$ cat src/rtl/dor_route_unit.sv
// Dimension-order (XY/YX) wormhole route unit with a single registered flit stage.
// Optional packet counter port pkt_cnt_o when DOR_ROUTE_PKT_CNT_EN is defined.
module dor_route_unit #(
  parameter int COL_CORD    = 0,
  parameter int ROW_CORD    = 0,
  parameter int COL_ADDR_W  = 4,
  parameter int ROW_ADDR_W  = 4,
  parameter int OUT_N_W     = 3,
  parameter int FLIT_ID_W   = 2,
  parameter int DATA_W      = 16,
  parameter int ROUTE_ORDER = 0
) (
  input  logic               clk_i,
  input  logic               rst_i,
  input  logic [DATA_W-1:0]  flit_i,
  input  logic               valid_i,
  output logic               ready_o,
  output logic [DATA_W-1:0]  flit_o,
  output logic               valid_o,
  input  logic               ready_i,
  output logic [OUT_N_W-1:0] out_chan_sel_o,
  output logic               busy_o,
`ifdef DOR_ROUTE_PKT_CNT_EN
  output logic [15:0]        pkt_cnt_o,
`endif
  output logic               err_o
);

  // state  | meaning
  // IDLE   | no packet open; HEAD/SINGLE accepted, BODY/TAIL are errors
  // LOCKED | packet open; BODY/TAIL follow the locked route, HEAD/SINGLE are errors
  typedef enum logic {IDLE, LOCKED} state_t;

  localparam logic [FLIT_ID_W-1:0] ID_HEAD   = FLIT_ID_W'(2'b10);
  localparam logic [FLIT_ID_W-1:0] ID_BODY   = FLIT_ID_W'(2'b00);
  localparam logic [FLIT_ID_W-1:0] ID_TAIL   = FLIT_ID_W'(2'b11);
  localparam logic [FLIT_ID_W-1:0] ID_SINGLE = FLIT_ID_W'(2'b01);

  localparam logic [OUT_N_W-1:0] PORT_RES   = OUT_N_W'(0);
  localparam logic [OUT_N_W-1:0] PORT_LEFT  = OUT_N_W'(1);
  localparam logic [OUT_N_W-1:0] PORT_UP    = OUT_N_W'(2);
  localparam logic [OUT_N_W-1:0] PORT_RIGHT = OUT_N_W'(3);
  localparam logic [OUT_N_W-1:0] PORT_DOWN  = OUT_N_W'(4);

  localparam logic [COL_ADDR_W-1:0] COL_HERE = COL_ADDR_W'(COL_CORD);
  localparam logic [ROW_ADDR_W-1:0] ROW_HERE = ROW_ADDR_W'(ROW_CORD);

  state_t                state;
  logic [FLIT_ID_W-1:0]  flit_id;
  logic [COL_ADDR_W-1:0] col_addr;
  logic [ROW_ADDR_W-1:0] row_addr;
  logic [OUT_N_W-1:0]    col_port;
  logic [OUT_N_W-1:0]    row_port;
  logic [OUT_N_W-1:0]    route_sel;
  logic                  in_xfer;
  logic                  out_xfer;
  logic                  is_head;
  logic                  is_tail;
  logic                  fwd;
  logic                  drop;

  assign flit_id  = flit_i[DATA_W-1 -: FLIT_ID_W];
  assign row_addr = flit_i[ROW_ADDR_W-1:0];
  assign col_addr = flit_i[ROW_ADDR_W+COL_ADDR_W-1:ROW_ADDR_W];

  assign ready_o  = !valid_o || ready_i;
  assign in_xfer  = valid_i && ready_o;
  assign out_xfer = valid_o && ready_i;

  assign is_head = (flit_id == ID_HEAD);
  assign is_tail = (flit_id == ID_TAIL);

  always_comb begin
    col_port  = (col_addr > COL_HERE) ? PORT_RIGHT : PORT_LEFT;
    row_port  = (row_addr < ROW_HERE) ? PORT_UP : PORT_DOWN;
    route_sel = PORT_RES;
    if (ROUTE_ORDER == 0) begin
      if (col_addr != COL_HERE)      route_sel = col_port;
      else if (row_addr != ROW_HERE) route_sel = row_port;
    end else begin
      if (row_addr != ROW_HERE)      route_sel = row_port;
      else if (col_addr != COL_HERE) route_sel = col_port;
    end
  end

  always_comb begin
    fwd = 1'b0;
    if (in_xfer) begin
      if (state == IDLE) fwd = is_head || (flit_id == ID_SINGLE);
      else               fwd = is_tail || (flit_id == ID_BODY);
    end
  end

  assign drop = in_xfer && !fwd;

  always_ff @(posedge clk_i or posedge rst_i) begin
    if (rst_i) begin
      state          <= IDLE;
      flit_o         <= '0;
      valid_o        <= 1'b0;
      out_chan_sel_o <= '0;
      busy_o         <= 1'b0;
      err_o          <= 1'b0;
`ifdef DOR_ROUTE_PKT_CNT_EN
      pkt_cnt_o      <= '0;
`endif
    end else begin
      if (fwd) begin
        flit_o  <= flit_i;
        valid_o <= 1'b1;
        // inside a packet the register already holds the locked route
        if (state == IDLE) out_chan_sel_o <= route_sel;
      end else if (out_xfer) begin
        valid_o <= 1'b0;
      end
      if (drop) err_o <= 1'b1;
`ifdef DOR_ROUTE_PKT_CNT_EN
      if (fwd && !is_head && (state == IDLE || is_tail) && pkt_cnt_o != 16'hFFFF)
        pkt_cnt_o <= pkt_cnt_o + 16'd1;
`endif
      case (state)
        IDLE: begin
          if (fwd && is_head) begin
            state  <= LOCKED;
            busy_o <= 1'b1;
          end
        end
        LOCKED: begin
          if (fwd && is_tail) begin
            state  <= IDLE;
            busy_o <= 1'b0;
          end
        end
        default: state <= IDLE;
      endcase
    end
  end

endmodule

$ cat config.mk
export PLATFORM = sky130hd
export DESIGN_NAME = dor_route_unit
export DESIGN_NICKNAME = d
export VERILOG_FILES = /design/src/rtl/dor_route_unit.sv
export SDC_FILE = /design/constraint.sdc
export NUM_CORES = 1
export LEC_CHECK = 0
export CAP_MARGIN = 20
export CORE_UTILIZATION = 24
export CTS_CLUSTER_SIZE = 40
export DETAILED_ROUTE_END_ITERATION = 8
export HOLD_SLACK_MARGIN = 0.1
export PLACE_DENSITY_LB_ADDON = 0.25
export RECOVER_POWER = 100
export SYNTH_ARGS = -nofsm -noshare
export SYNTH_HDL_FRONTEND = slang
export SYNTH_SLANG_ARGS = --single-unit
$ cat constraint.sdc
create_clock -name clk_i -period 1.4 [get_ports clk_i]
set_input_delay 0.28 -clock clk_i [delete_from_list [all_inputs] [get_ports clk_i]]
set_output_delay 0.28 -clock clk_i [all_outputs]
set_load 0.02 [all_outputs]
==> impl_results.md <==
* Status: finished clean
* Crit start category: primary input
* Routability cong. at 0.733
* Sequential fraction of the synthesis area at 56.5%
* GR Util met1 at 13.2%
* First-pass GRT wire length at 3.39 mm
* CP max stage delay at 0.55 ns
* Largest net degree at the start of global routing at 18
* Req. time, crit path at 1.54 ns
* Dpl hpwl at 1.68 mm
* Crit Path Class: in2reg
* Routed vias/inst at 4.27
* Initial Util at 25.8%
* Crit end category: flop
* Die area at 4320 um^2
* DP Cell Count at 159
* Share of layout cells above drive strength 1 at 36.4%
* Clock buffer depth at 2
* I/O pin count at 43
* GRT Total Usage at 10.7%
* Hold Vio Cnt, Final at 0
* Synth Warn # at 0
* Row count at 22
* Ant. Diodes at 0
* WP data arrival at 1.54 ns
* Slew Limit Fails at 0
* Non-Filler Instances at 166
* Grt met2 use at 17.0%
* 1st-iter DRT viols at 5
* Total Power at 2.27 mW
* #FFs+latches synth at 22
* Max Fclk at 716 MHz
* Post-synth cell types at 22
* DR WL/cell at 13.7 um
* H-tree levels at 1
* Final nets at 142
* Global routing's busiest layer: met2
* Asr flop ratio synth at 100%
* PortBufs at 42
* Final wirelength at 2.28 mm
* Place WS at -0.621 ns
* Maximum vdd ir drop at 0.000715 V
* Worst hold margin at 0.398 ns
* CTS tree: built
* Drt pass-1 iters at 2
* Chip height at 65.7 um
* Hold Path Class: in2async
* Worst-path maximum fanout at 2
* Setup Skew at 0.00466 ns
* Synthesized area per cell at 15.0 um^2
* Die width at 65.7 um
* Pleak at 0.745 nW
* Worst-skew pair later-pin latency at 0.25 ns
* Top_reg_cell synth: dfrtp_1
* Synthesized cell area at 975 um^2
* Minimum clock period after layout at 1.40 ns
* Final setup violation count at 0
* DRC viols at 0
* Worst path slowest cell: or4_4
* CTS root buf: clkbuf_8
* Max Cap Viol at 0
* Area Overhead vs Synth at 63.8%
* Post-synth EDFFs at 0
* Clock Pin Slew Worst Setup and Hold Paths at 0.07 ns
* M3 GR Usage at 4.34%
* Initial antenna violation count at 0
* Antenna viol nets, final at 0
* Final Cycle Share at 99.8%
* Inserted Clock Buffers at 3
* CTS Hold Bufs at 0
* Setup ws final at 0.00297 ns
* Syn Nets at 87
* Power Dens Cells at 1420 nW/um^2
* Vias in the first global route at 715
* GRT Residual Overflow at 0
* CTS Sinks at 22
* Vias post-DR at 709
* Rel. slew slack at 76.0%
* Core Area at 3770 um^2
* CP Cell Sequence: clkdlybuf4s50_1, or4_4, mux2_2
* Syn Inst Count at 65
* Slew @ Worst Pin at 0.359 ns
power breakdown:
group	total, mW	leakage, nW	internal (mW)	switching, mW
sequential	0.916	0.252	0.816	0.100
combinational	0.974	0.471	0.517	0.457
clock	0.375	0.0216	0.191	0.184
placed cells by master (no fill, tap or decap), types with 2 or more instances in the layout:
cell,n
mux2_4,10
nand3_1,2
clkbuf_16,2
dfrtp_1,21
dlygate4sd2_1,22
nand2_1,2
inv_1,2
nor2_1,2
clkbuf_2,3
clkdlybuf4s50_1,15
mux2_2,8
clkbuf_8,3
buf_4,8
layer usage:
metal / up-vias / share of wire, %
met1: 343 / 44
met4: 0 / 0.83
met3: 2 / 7.3
met2: 27 / 48
met5: - / 0
li1: 337 / -
sequential cells by signal, indices dropped and copies added, names as in the netlist:
name / count
busy_o: 1
err_o: 1
flit_o: 16
out_chan_sel_o: 2
state: 1
valid_o: 1
cells by family (layout without fill, tap and decap cells):
| logic type | count (synthesis) | after routing | synth area share [%] |
|---|---|---|---|
| adder cells (fa/ha/maj) | 2 | 2 | 2.57 |
| flip-flops | 22 | 22 | 56.5 |
| AND/OR/NAND/NOR | 11 | 11 | 7.06 |
| AO/OA/AOI/OAI | 5 | 5 | 4.37 |
| multiplexers | 18 | 18 | 24.3 |
| XOR/XNOR | 1 | 1 | 1.67 |
| buffers and inverters | 6 | 59 | 3.59 |
synth_stat cells (2+ instances only):
| cell type | count | area [um^2] |
|---|---|---|
| dfrtp_1 | 22 | 551 |
| mux2_2 | 9 | 101 |
| mux2_4 | 9 | 135 |
| inv_1 | 3 | 11.3 |
| ha_1 | 2 | 25.0 |
| nand2_1 | 2 | 7.51 |
| nand3_1 | 2 | 10.0 |
| nor2_1 | 2 | 7.51 |
final cells by class:
class,count,area (um^2)
fillers,361,2170
flip-flops and latches,22,552
repair buffers,53,502
multi-input cells,37,423
well taps,48,60.1
clock buffers,3,41.3
inverters,3,18.8
worst max-delay path: cells and delay by family:
kind / cells / cell delay (ns)
mux: 1 / 0.27
buf+inv: 1 / 0.43
simple gates: 1 / 0.55
stage by stage:
step	instance area, um^2	TNS [ns]	util (%)
3_3_place_gp	1540	-11.82	40.8
5_1_grt	1600	-0.00631	42.3
4_1_cts	1570	-0.128	41.5
3_5_place_dp	1540	-12.10	40.8
6_report	1600	0	42.3
2_1_floorplan	1010	-0.231	-
path summary, 6_finish.rpt:
check / startpoint / endpoint / slack [ns] / cells past startpoint
worst max-delay path: flit_i[4] / out_chan_sel_o[1]$_DFFE_PP0P_ / 0.003 / 3
worst min-delay path: rst_i / flit_o[14]$_DFFE_PP0P_ / 0.40 / 2
worst max register to register: state$_DFF_PP0_ / flit_o[8]$_DFFE_PP0P_ / 0.06 / 4
worst min register to register: err_o$_DFFE_PP0P_ / err_o$_DFFE_PP0P_ / 0.49 / 1
max in group asynchronous: rst_i / state$_DFF_PP0_ / 0.34 / 3
min in group clk_i: flit_i[15] / flit_o[15]$_DFFE_PP0P_ / 0.41 / 3
what timing repair did:
| item | 4_1_cts | 5_1_grt |
|---|---|---|
| buffers inserted | 0 | 2 |
| endpoints found under the setup margin | 43 | 18 |
| cloned | 0 | 2 |
| resized for setup | 30 | 10 |
| pin swaps | 0 | 3 |
Note: power is estimated with default switching activity, not from simulation.
